--- src/rtl/dc_fifo_read_ctrl_pkg.sv ---
// Shared helpers for the dual-clock FIFO controllers (read and write side).
// Vector helpers operate on MAX_DEPTH-wide values; callers zero-extend in
// and truncate out, so any BUFFER_DEPTH up to MAX_DEPTH is supported.
package dc_fifo_read_ctrl_pkg;
  localparam int MAX_DEPTH = 64;

  // Ceiling log2; usable in parameter and port-width expressions.
  function automatic int log2(input int v);
    int r;
    r = 0;
    while ((1 << r) < v) r++;
    return r;
  endfunction

  // Rotate the low n bits of v left by one; bit n-1 wraps to bit 0.
  function automatic logic [MAX_DEPTH-1:0] rot_left(input logic [MAX_DEPTH-1:0] v,
                                                    input int n);
    logic [MAX_DEPTH-1:0] r;
    r = '0;
    for (int i = 0; i < MAX_DEPTH; i++)
      if (i < n) r[(i + 1) % n] = v[i];
    return r;
  endfunction

  // Number of set bits.
  function automatic int popcount(input logic [MAX_DEPTH-1:0] v);
    int c;
    c = 0;
    for (int i = 0; i < MAX_DEPTH; i++) c += int'(v[i]);
    return c;
  endfunction
endpackage

--- src/rtl/dc_fifo_read_ctrl_if.sv ---
// Registered valid/ready output stream of the FIFO read controller.
interface dc_fifo_read_ctrl_if #(parameter int DATA_WIDTH = 32);
  logic                  valid;
  logic                  ready;
  logic [DATA_WIDTH-1:0] data;

  modport master (output valid, output data, input ready);
  modport slave  (input valid, input data, output ready);
endinterface

--- src/rtl/dc_fifo_read_ctrl_sync_2ff.sv ---
// Per-bit two-flop synchronizer. Only safe for vectors whose bits change
// at most once per sampling window (toggle vectors), not for binary counts.
module dc_sync_2ff #(parameter int WIDTH = 8) (
  input  logic             clk,
  input  logic             rstn,
  input  logic [WIDTH-1:0] d,
  output logic [WIDTH-1:0] q
);
  logic [WIDTH-1:0] meta;

  // Two-stage capture of the foreign-domain vector.
  always_ff @(posedge clk or negedge rstn) begin
    if (!rstn) begin
      meta <= '0;
      q    <= '0;
    end else begin
      meta <= d;
      q    <= meta;
    end
  end
endmodule

--- src/rtl/dc_fifo_read_ctrl.sv ---
// Consumer-domain read controller for the one-hot indexed dual-clock FIFO.
// Occupancy per entry is the XOR of the synchronized write toggle and the
// local read toggle; the output register acts as the EMPTY/HOLD state.
module dc_fifo_read_ctrl
  import dc_fifo_read_ctrl_pkg::*;
#(
  parameter int DATA_WIDTH   = 32,
  parameter int BUFFER_DEPTH = 8
) (
  input  logic                      clk,
  input  logic                      rstn,
  input  logic [BUFFER_DEPTH-1:0]   write_toggle,
  output logic [BUFFER_DEPTH-1:0]   read_toggle,
  output logic [BUFFER_DEPTH-1:0]   read_pointer,
  input  logic [DATA_WIDTH-1:0]     read_data,
  output logic [log2(BUFFER_DEPTH):0] fill_o,
  dc_fifo_read_ctrl_if.master       strm
);
  localparam int FILL_W = log2(BUFFER_DEPTH) + 1;

  logic [BUFFER_DEPTH-1:0] wtog_s;
  logic [BUFFER_DEPTH-1:0] read_toggle_next;
  logic [BUFFER_DEPTH-1:0] pointer_next;
  logic                    avail;
  logic                    load;

  dc_sync_2ff #(.WIDTH(BUFFER_DEPTH)) u_wtog_sync (
    .clk  (clk),
    .rstn (rstn),
    .d    (write_toggle),
    .q    (wtog_s)
  );

  // Pop decision: head entry occupied and output register free or draining.
  always_comb begin
    avail            = |((wtog_s ^ read_toggle) & read_pointer);
    load             = avail & (~strm.valid | strm.ready);
    read_toggle_next = load ? (read_toggle ^ read_pointer) : read_toggle;
    pointer_next     = BUFFER_DEPTH'(rot_left(MAX_DEPTH'(read_pointer), BUFFER_DEPTH));
  end

  // Output register, pointer, toggle and fill count; read_toggle has no
  // combinational path from ready so the write side can synchronize it.
  always_ff @(posedge clk or negedge rstn) begin
    if (!rstn) begin
      read_pointer <= BUFFER_DEPTH'(1);
      read_toggle  <= '0;
      strm.valid   <= 1'b0;
      strm.data    <= '0;
      fill_o       <= '0;
    end else begin
      read_toggle <= read_toggle_next;
      fill_o      <= FILL_W'(popcount(MAX_DEPTH'(wtog_s ^ read_toggle_next)));
      if (load) begin
        strm.data    <= read_data;
        strm.valid   <= 1'b1;
        read_pointer <= pointer_next;
      end else if (strm.ready) begin
        strm.valid <= 1'b0;
      end
    end
  end
endmodule

--- src/flat_wrapper.sv ---
// flat-port wrapper written by rule: the top's interface ports become plain ports
module dc_fifo_read_ctrl_flat import dc_fifo_read_ctrl_pkg::*;
#(
  parameter int DATA_WIDTH   = 32,
  parameter int BUFFER_DEPTH = 8
)
  (clk, rstn, write_toggle, read_toggle, read_pointer, read_data, fill_o, strm_valid, strm_data, strm_ready);
  dc_fifo_read_ctrl_if #(.DATA_WIDTH(DATA_WIDTH)) strm_i ();
  input  logic clk;
  input  logic rstn;
  input  logic [BUFFER_DEPTH-1:0] write_toggle;
  output logic [BUFFER_DEPTH-1:0] read_toggle;
  output logic [BUFFER_DEPTH-1:0] read_pointer;
  input  logic [DATA_WIDTH-1:0] read_data;
  output logic [log2(BUFFER_DEPTH):0] fill_o;
  output wire logic [$bits(strm_i.valid)-1:0] strm_valid;
  output wire logic [$bits(strm_i.data)-1:0] strm_data;
  input wire logic [$bits(strm_i.ready)-1:0] strm_ready;
  assign strm_valid = strm_i.valid;
  assign strm_data = strm_i.data;
  assign strm_i.ready = strm_ready;
  dc_fifo_read_ctrl #(.DATA_WIDTH(DATA_WIDTH), .BUFFER_DEPTH(BUFFER_DEPTH)) u_core (.clk(clk), .rstn(rstn), .write_toggle(write_toggle), .read_toggle(read_toggle), .read_pointer(read_pointer), .read_data(read_data), .fill_o(fill_o), .strm(strm_i));
endmodule
--- config.mk ---
export PLATFORM = sky130hd
export DESIGN_NAME = dc_fifo_read_ctrl_flat
export DESIGN_NICKNAME = d
export VERILOG_FILES = /design/src/rtl/dc_fifo_read_ctrl_pkg.sv /design/src/rtl/dc_fifo_read_ctrl_if.sv /design/src/rtl/dc_fifo_read_ctrl_sync_2ff.sv /design/src/rtl/dc_fifo_read_ctrl.sv /design/src/flat_wrapper.sv
export SDC_FILE = /design/constraint.sdc
export NUM_CORES = 1
export LEC_CHECK = 0
export CORE_MARGIN = 2
export CORE_UTILIZATION = 39
export DETAILED_ROUTE_END_ITERATION = 8
export GPL_ROUTABILITY_DRIVEN = 0
export MAX_ROUTING_LAYER = met4
export PLACE_DENSITY = 0.72
export SETUP_SLACK_MARGIN = 0.3
export SYNTH_ARGS = -nofsm -noshare
export SYNTH_HDL_FRONTEND = slang
export SYNTH_SLANG_ARGS = --single-unit
--- constraint.sdc ---
create_clock -name clk -period 5.5 [get_ports clk]
set_input_delay 1.1 -clock clk [delete_from_list [all_inputs] [get_ports clk]]
set_output_delay 1.1 -clock clk [all_outputs]
set_load 0.005 [all_outputs]
* Word level (Yosys, flattened, before mapping) *
Index checks and enable logic that the tools add are counted.

storage, ports and cells
  bits in registers = 69
  bits of input ports = 43
  output and inout bits = 53

cells by class
  reductions and logical operators = 2
  multiplexer cells = 3
  add/sub/neg operators = 63
  bitwise logic cells = 7

operator list
  kind                                         count
  adder 4 x 2 -> 4 bit, second input constant  56
  adder 4 x 2 -> 4 bit                         6
  XOR 8 bit                                    3
  AND 8 bit                                    1
  2-to-1 mux 8 bit                             1
  OR reduction 8 bit                           1
  adder 1 x 1 -> 2 bit                         1
  2-to-1 mux 1 bit                             2
  nonzero test 2 bit                           1
  AND 1 bit                                    1
  inverter 1 bit                               1
  bitwise OR 1 bit                             1

* Depth between registers and ports, before layout *
Gate-level depths: netlist of the first run.

  word-level depth = 69
  depth in mapped cells = 14
  gate-level depth less buffers = 12

* Modules after synthesis *
Synthesis of the first run repeated with hierarchy kept, for this count alone.

unflattened totals
  cells, all modules = 180
  area total of the unflattened synthesis = 2690.1 sq um

modules (own cells, without submodules)
  module             instances  cells each  area an instance (sq um)
  dc_fifo_read_ctrl  1          164         2289.7
  dc_sync_2ff        1          16          400.4

* Worst setup path after synthesis of the first run *
No wires, ideal clock.

  kind = input port to flip-flop
  from = input strm_ready
  to = register u_core.fill_o[1]
  buffers on the path = 2
  stages = 13
  arrival = 4114 ps
  slack = 1322 ps
  setup time = 64 ps
  cells stage by stage = nor2b_1 -> a41oi_2 -> buf_6 -> buf_6 -> nand2_2 -> xnor2_1 -> ha_1 -> fa_1 -> fa_1 -> fa_1 -> inv_1 -> fa_1 -> inv_1

between the ends
  cells in the longest elaborated chain, start to end = 67

ends and longest elaborated chain
  what                                    RTL line                     source
  from (decl)                             flat_wrapper.sv:18           input wire logic [$bits(strm_i.ready)-1:0] strm_ready;
  bitwise OR 1 bit (*)                    dc_fifo_read_ctrl.sv:37      load = avail & (~strm.valid | strm.ready);
  AND 1 bit (*)                           dc_fifo_read_ctrl.sv:37
  2-to-1 mux 8 bit (*)                    dc_fifo_read_ctrl.sv:38      read_toggle_next = load ? (read_toggle ^ read_pointer) : read_toggle;
  XOR 8 bit (*)                           dc_fifo_read_ctrl.sv:53      fill_o <= FILL_W'(popcount(MAX_DEPTH'(wtog_s ^ read_toggle_next)));
  adder 1 x 1 -> 2 bit                    dc_fifo_read_ctrl_pkg.sv:29  for (int i = 0; i < MAX_DEPTH; i++) c += int'(v[i]);
  adder 4 x 2 -> 4 bit (5 in a row)       dc_fifo_read_ctrl_pkg.sv:29
  adder 4 x 2 -> 4 bit (*) (57 in a row)  dc_fifo_read_ctrl_pkg.sv:29
  to (signal assigned)                    dc_fifo_read_ctrl.sv:53
  to (decl)                               dc_fifo_read_ctrl.sv:16      output logic [log2(BUFFER_DEPTH):0] fill_o,

Every way passes the cells marked *; elsewhere a longest branch is shown, timed or not.
A chain may end at the register's enable or synchronous reset.

* Worst setup path after layout of the first run *
Same ends and word-level chain as after synthesis.

==> flow_metrics.env, run 1 <==
export IMPL_outcome="complete, no violations"
export IMPL_antenna_left=0
export IMPL_hpwl_microns=3770
export IMPL_fin_crit_sh=0.778
export IMPL_startpoint_type="input port"
export IMPL_diodes=0
export IMPL_clk_insertion_delay_late_ps=330
export IMPL_worst_slew_pin_slew_ps=709
export IMPL_setup_violations=0
export IMPL_postSynthCellCount=176
export IMPL_die_area_sq_um=7540
export IMPL_grt_max_degree=59
export IMPL_clk_pin_slew_ps=70
export IMPL_worst_ep_arrival_time_ps=4550
export IMPL_final_cell_area_sq_um=3910
export IMPL_layout_min_cycle_time_ps=4280
export IMPL_critPathCaptureType="flop"
export IMPL_first_iter_violations=50
export IMPL_cts_sinks=69
export IMPL_wl_per_cell_microns=14.2
export IMPL_vias=1693
export IMPL_hp_class="flop to flop"
export IMPL_fin_skew_ps=8.94
export IMPL_rows=30
export IMPL_max_cap_viol_count=0
export IMPL_synth_cell_types=20
export IMPL_postCtsResizedCells=0
export IMPL_grt_pass1_wl_microns=8860
export IMPL_root_buffer="clkbuf_8"
export IMPL_place_area_sq_um=3710
export IMPL_dr_pass1_iters=4
export IMPL_vdd_drop_max_v=0.000113
export IMPL_p_leak_uw=0.00166
export IMPL_rsz0062_at_grt="false"
export IMPL_ctsHoldBuffers=0
export IMPL_crit_type="input port to flop"
export IMPL_die_h_microns=86.8
export IMPL_mostFrequentLayoutCells="clkdlybuf4s50_1, dfrtp_1, mux2_2"
export IMPL_cts_tree="yes"
export IMPL_numCtsBuffers=9
export IMPL_relSlewSlack=0.527
export IMPL_timing_setup_tns_ps=0
export IMPL_grt_pass1_vias=1804
export IMPL_htreeDepth=3
export IMPL_syn_area_sq_um=2680
export IMPL_grt_usage=0.158
export IMPL_fmax_mhz=234
export IMPL_post_cts_buffers=0
export IMPL_pin_count=96
export IMPL_drive_above_1_share=0.200
export IMPL_syn_num_nets=226
export IMPL_viasPerCell=4.64
export IMPL_cts_max_path_buffers=2
export IMPL_cp_required_ps=5770
export IMPL_worstPathMaxFanout=28
export IMPL_hold_violations=0
export IMPL_ys_warn_count=0
export IMPL_grt_overflow=0
export IMPL_fillCellCount=568
export IMPL_synth_area_per_cell_sq_um=15.2
export IMPL_ys_ff_latch=69
export IMPL_final_common_cell="clkdlybuf4s50_1"
export IMPL_antenna_found_initial=0
export IMPL_drc=0
export IMPL_nets=330
export IMPL_slew_violations=0
export IMPL_p_total_uw=1060
export IMPL_yosysSeqAreaShare=0.646
export IMPL_initial_core_util=0.398
export IMPL_powerDensity_nw_per_um2=272
export IMPL_die_w_microns=86.8
export IMPL_area_growth_pct=46.1
export IMPL_drt_total_wl_microns=5200
export IMPL_port_buffers=95
export IMPL_core_area_sq_um=6720
[cell type report]
cell class                      instances  area [sq um]  share of cell area
Clock buffer                           13           179              0.0458
Clock inverter                          3          17.5             0.00448
Inverter                               12          45.0              0.0115
Sequential cell                        69          1730               0.442
Tap cell                               80           100              0.0256
Multi-Input combinational cell         90           870               0.223
Timing Repair Buffer                   98           968               0.248
[state kept, by name, indices dropped and copies added, names as in the netlist]
| signal | flops |
|---|---|
| u_core.strm.data | 32 |
| u_core.u_wtog_sync.meta | 8 |
| u_core.read_pointer | 8 |
| u_core.u_wtog_sync.q | 8 |
| u_core.fill_o | 4 |
| u_core.strm.valid | 1 |
| u_core.read_toggle | 8 |
[cell families (layout without fill, tap and decap cells)]
kind of cell    Yosys count  count (layout)  share of synthesized area
mux                      32              32                      0.135
buf+inv                  17             126                     0.0332
compound gates           14              14                     0.0341
flops                    69              69                      0.646
xor+xnor                 25              25                     0.0819
simple gates             12              12                     0.0262
fa+ha+maj                 7               7                     0.0440
[synthesized netlist by cell type (all sizes together)]
library cell / number / share of area
a21oi: 1 / 0.0019
a22oi: 4 / 0.011
a41oi: 1 / 0.0061
buf: 5 / 0.016
dfrtp: 68 / 0.64
dfstp: 1 / 0.0098
fa: 4 / 0.030
ha: 3 / 0.014
inv: 12 / 0.017
mux2: 32 / 0.13
nand2: 8 / 0.017
nand4: 1 / 0.0023
nor2b: 2 / 0.0047
o21ai: 8 / 0.015
or2: 1 / 0.0023
xnor2: 17 / 0.056
xor2: 8 / 0.026
[metal layers]
metal  GRT usage  up-vias  part of all wire
met5           -        -                 0
met4      0.0724        0             0.017
met3      0.0343        8             0.047
met2       0.239       62              0.47
met1       0.205      833              0.46
li1            -      790                 -
[report_power, final]
group | internal (uW) | total, uW | switching, uW
registers | 535 | 546 | 11.6
clock network | 212 | 390 | 179
logic | 83.6 | 126 | 42.3
total | 830 | 1060 | 232
[through the flow]
step                worst slack (ps)  instances  hold WS (ps)  utilization
finish                          1220        365           349        0.582
global route                     966        365           364        0.582
CTS                             1190        365           351        0.582
detailed placement               831        349           335        0.552
global placement                 908        349           334        0.552
floorplan                       1320        176           331            -
[path summary, 6_finish.rpt]
kind | from | to | slack, ps | depth (start not counted)
min in group asynchronous | rstn | u_core.strm.data[4] | 640 | 1
min | u_core.u_wtog_sync.meta[4] | u_core.u_wtog_sync.q[4] | 350 | 0
min reg2reg | u_core.u_wtog_sync.meta[4] | u_core.u_wtog_sync.q[4] | 350 | 0
max in group asynchronous | rstn | u_core.u_wtog_sync.meta[5] | 3880 | 2
max | strm_ready | u_core.fill_o[1] | 1220 | 12
max reg2reg | u_core.read_toggle[4] | u_core.fill_o[1] | 1550 | 12
[worst max-delay path, stage by stage]
cell and delay (ps):
clkdlybuf4s50_1 460, nor2b_1 70, a41oi_4 220, buf_4 370, nand2_2 140, xnor2_1 210
fa_1 470, fa_1 510, fa_1 440, inv_1 80, fa_1 410, inv_1 70
Note: power is estimated with default switching activity, not from simulation.
==> run 2, diff against run 1 <==
- PLACE_DENSITY: 0.72 -> 0.75
- clock period: 5.5 -> 3.5 ns (I/O delays scaled with it)
==> flow_metrics.env, run 2 (synthesis gave the netlist of run 1 again) <==
export IMPL_fin_crit_sh=1.07
export IMPL_mostFrequentLayoutCells="clkdlybuf4s50_1, dfrtp_1, mux2_2"
export IMPL_grt_pass1_wl_microns=9360
export IMPL_vdd_drop_max_v=0.000266
export IMPL_final_common_cell="clkdlybuf4s50_1"
export IMPL_worstPathMaxFanout=4
export IMPL_worst_ep_arrival_time_ps=4010
export IMPL_initial_core_util=0.398
export IMPL_hpwl_microns=3830
export IMPL_final_util=0.666
export IMPL_multi_input_area_sq_um=966
export IMPL_cp_required_ps=3770
export IMPL_pin_count=96
export IMPL_grt_usage=0.169
export IMPL_startpoint_type="flop"
export IMPL_fin_skew_ps=8.52
export IMPL_viasPerCell=4.61
export IMPL_largest_reg_flops=32
export IMPL_numCtsBuffers=9
export IMPL_layout_min_cycle_time_ps=3740
export IMPL_hp_class="input port to asynchronous set/reset pin"
export IMPL_first_iter_violations=51
export IMPL_setup_violations=2
export IMPL_die_h_microns=86.8
export IMPL_port_buffers=95
export IMPL_fillCellCount=488
export IMPL_cts_max_path_buffers=2
export IMPL_pre_cts_ws_ps=-481
export IMPL_grt_overflow=0
export IMPL_cts_sinks=69
export IMPL_outcome="finished, violations left"
export IMPL_cp_cell_sequence="xor2_1, a22oi_1, buf_4, a41oi_4, buf_6, nand2_4, xnor2_2, ha_1, fa_1, fa_1, fa_2, inv_2, fa_2, inv_1"
export IMPL_antenna_found_initial=0
export IMPL_fmax_mhz=268
export IMPL_worst_slew_pin_slew_ps=593
export IMPL_holdWs_ps=312
export IMPL_powerDensity_nw_per_um2=415
export IMPL_die_area_sq_um=7540
export IMPL_area_growth_pct=67.3
export IMPL_max_cap_viol_count=0
export IMPL_root_buffer="clkbuf_8"
export IMPL_rsz0062_at_grt="true"
export IMPL_finalNonFillerCells=410
export IMPL_cts_tree="yes"
export IMPL_nets=375
export IMPL_crit_type="flop to flop"
export IMPL_clk_insertion_delay_late_ps=340
export IMPL_hold_violations=0
export IMPL_antenna_left=0
export IMPL_wl_per_cell_microns=14.8
export IMPL_vias=1892
export IMPL_relSlewSlack=0.604
export IMPL_clk_pin_slew_ps=70
export IMPL_core_area_sq_um=6720
export IMPL_critPathCaptureType="flop"
export IMPL_crit_path_top_delay_cell="fa_1"
export IMPL_ctsHoldBuffers=0
export IMPL_htreeDepth=3
export IMPL_drc=0
export IMPL_top_register="u_core.strm.data"
export IMPL_drt_total_wl_microns=6080
export IMPL_dp_cells=370
export IMPL_die_w_microns=86.8
export IMPL_grt_pass1_vias=2036
export IMPL_drive_above_1_share=0.358
export IMPL_p_leak_uw=0.00197
export IMPL_slew_violations=0
export IMPL_violations="negative setup slack"
export IMPL_fin_ws_ps=-238
export IMPL_rows=30
export IMPL_ff_latch_area_sq_um=1730
export IMPL_worst_path_largest_cell_delay_ps=510
export IMPL_grt_max_degree=49
export IMPL_dr_pass1_iters=4
export IMPL_diodes=0
export IMPL_p_total_uw=1860
[run 2: cell types whose count changed in the layout (fill, tap and decap cells not counted), sizes merged]
cell,before,now
clkbuf,13,10
buf,4,49
clkinv,2,1
clkdlybuf4s50,94,93
bufinv,0,3
clkinvlp,1,2
dlygate4sd2,0,1
[run 2: worst paths after layout]
path | slack (ps) | from | depth (start not counted) | endpoint
setup / recovery | -240 | u_core.read_toggle[1] | 14 | u_core.fill_o[1]
hold / removal | 310 | rstn | 1 | u_core.strm.data[27]
setup reg to reg | -240 | u_core.read_toggle[1] | 14 | u_core.fill_o[1]
hold reg to reg | 350 | u_core.u_wtog_sync.meta[0] | 0 | u_core.u_wtog_sync.q[0]
max in group asynchronous | 2220 | rstn | 2 | u_core.read_pointer[1]
min in group clk | 350 | u_core.u_wtog_sync.meta[0] | 0 | u_core.u_wtog_sync.q[0]
[run 2: report_power, final]
| part | switching, uW | internal [uW] |
|---|---|---|
| Sequential | 17.0 | 840 |
| Combinational | 75.8 | 143 |
| Clock | 291 | 491 |
| Total | 383 | 1470 |
[run 2: layout make-up]
type / instances / area share
Clock buffer: 10 / 0.0308
Clock inverter: 6 / 0.0246
Inverter: 12 / 0.0101
Multi-Input combinational cell: 90 / 0.216
Sequential cell: 69 / 0.386
Tap cell: 80 / 0.0224
Timing Repair Buffer: 143 / 0.310
[run 2: metrics by stage]
stage               TNS, ps  instance area [sq um]
floorplan              -185                   2690
global placement      -1310                   3880
detailed placement    -1360                   3880
CTS                   -96.1                   4300
global route           -815                   4470
finish                 -395                   4470
[run 2: routing by layer]
metal  track usage  vias to the layer above  routed length [microns]
li1              -                      871                        -
met1         0.195                      945                     2470
met2         0.269                       70                     3190
met3        0.0790                        6                      365
met4        0.0384                        0                       54
met5             -                        -                        0
[run 2: timing repair]
action	4_1_cts	5_1_grt
endpoints found under the setup margin	4	6
resized for setup	11	28
pin swaps	3	1
buffers inserted	18	6
[run 2: worst max-delay path, delay by kind of cell (launching register included)]
| kind | cells | cell delay, ps |
|---|---|---|
| adders and majority gates | 5 | 2080 |
| and+or+nand+nor | 1 | 50 |
| buffers and inverters | 4 | 450 |
| xor gates and xnor gates | 2 | 330 |
| DFF | 1 | 390 |
| AOI/OAI and AO/OA | 2 | 400 |
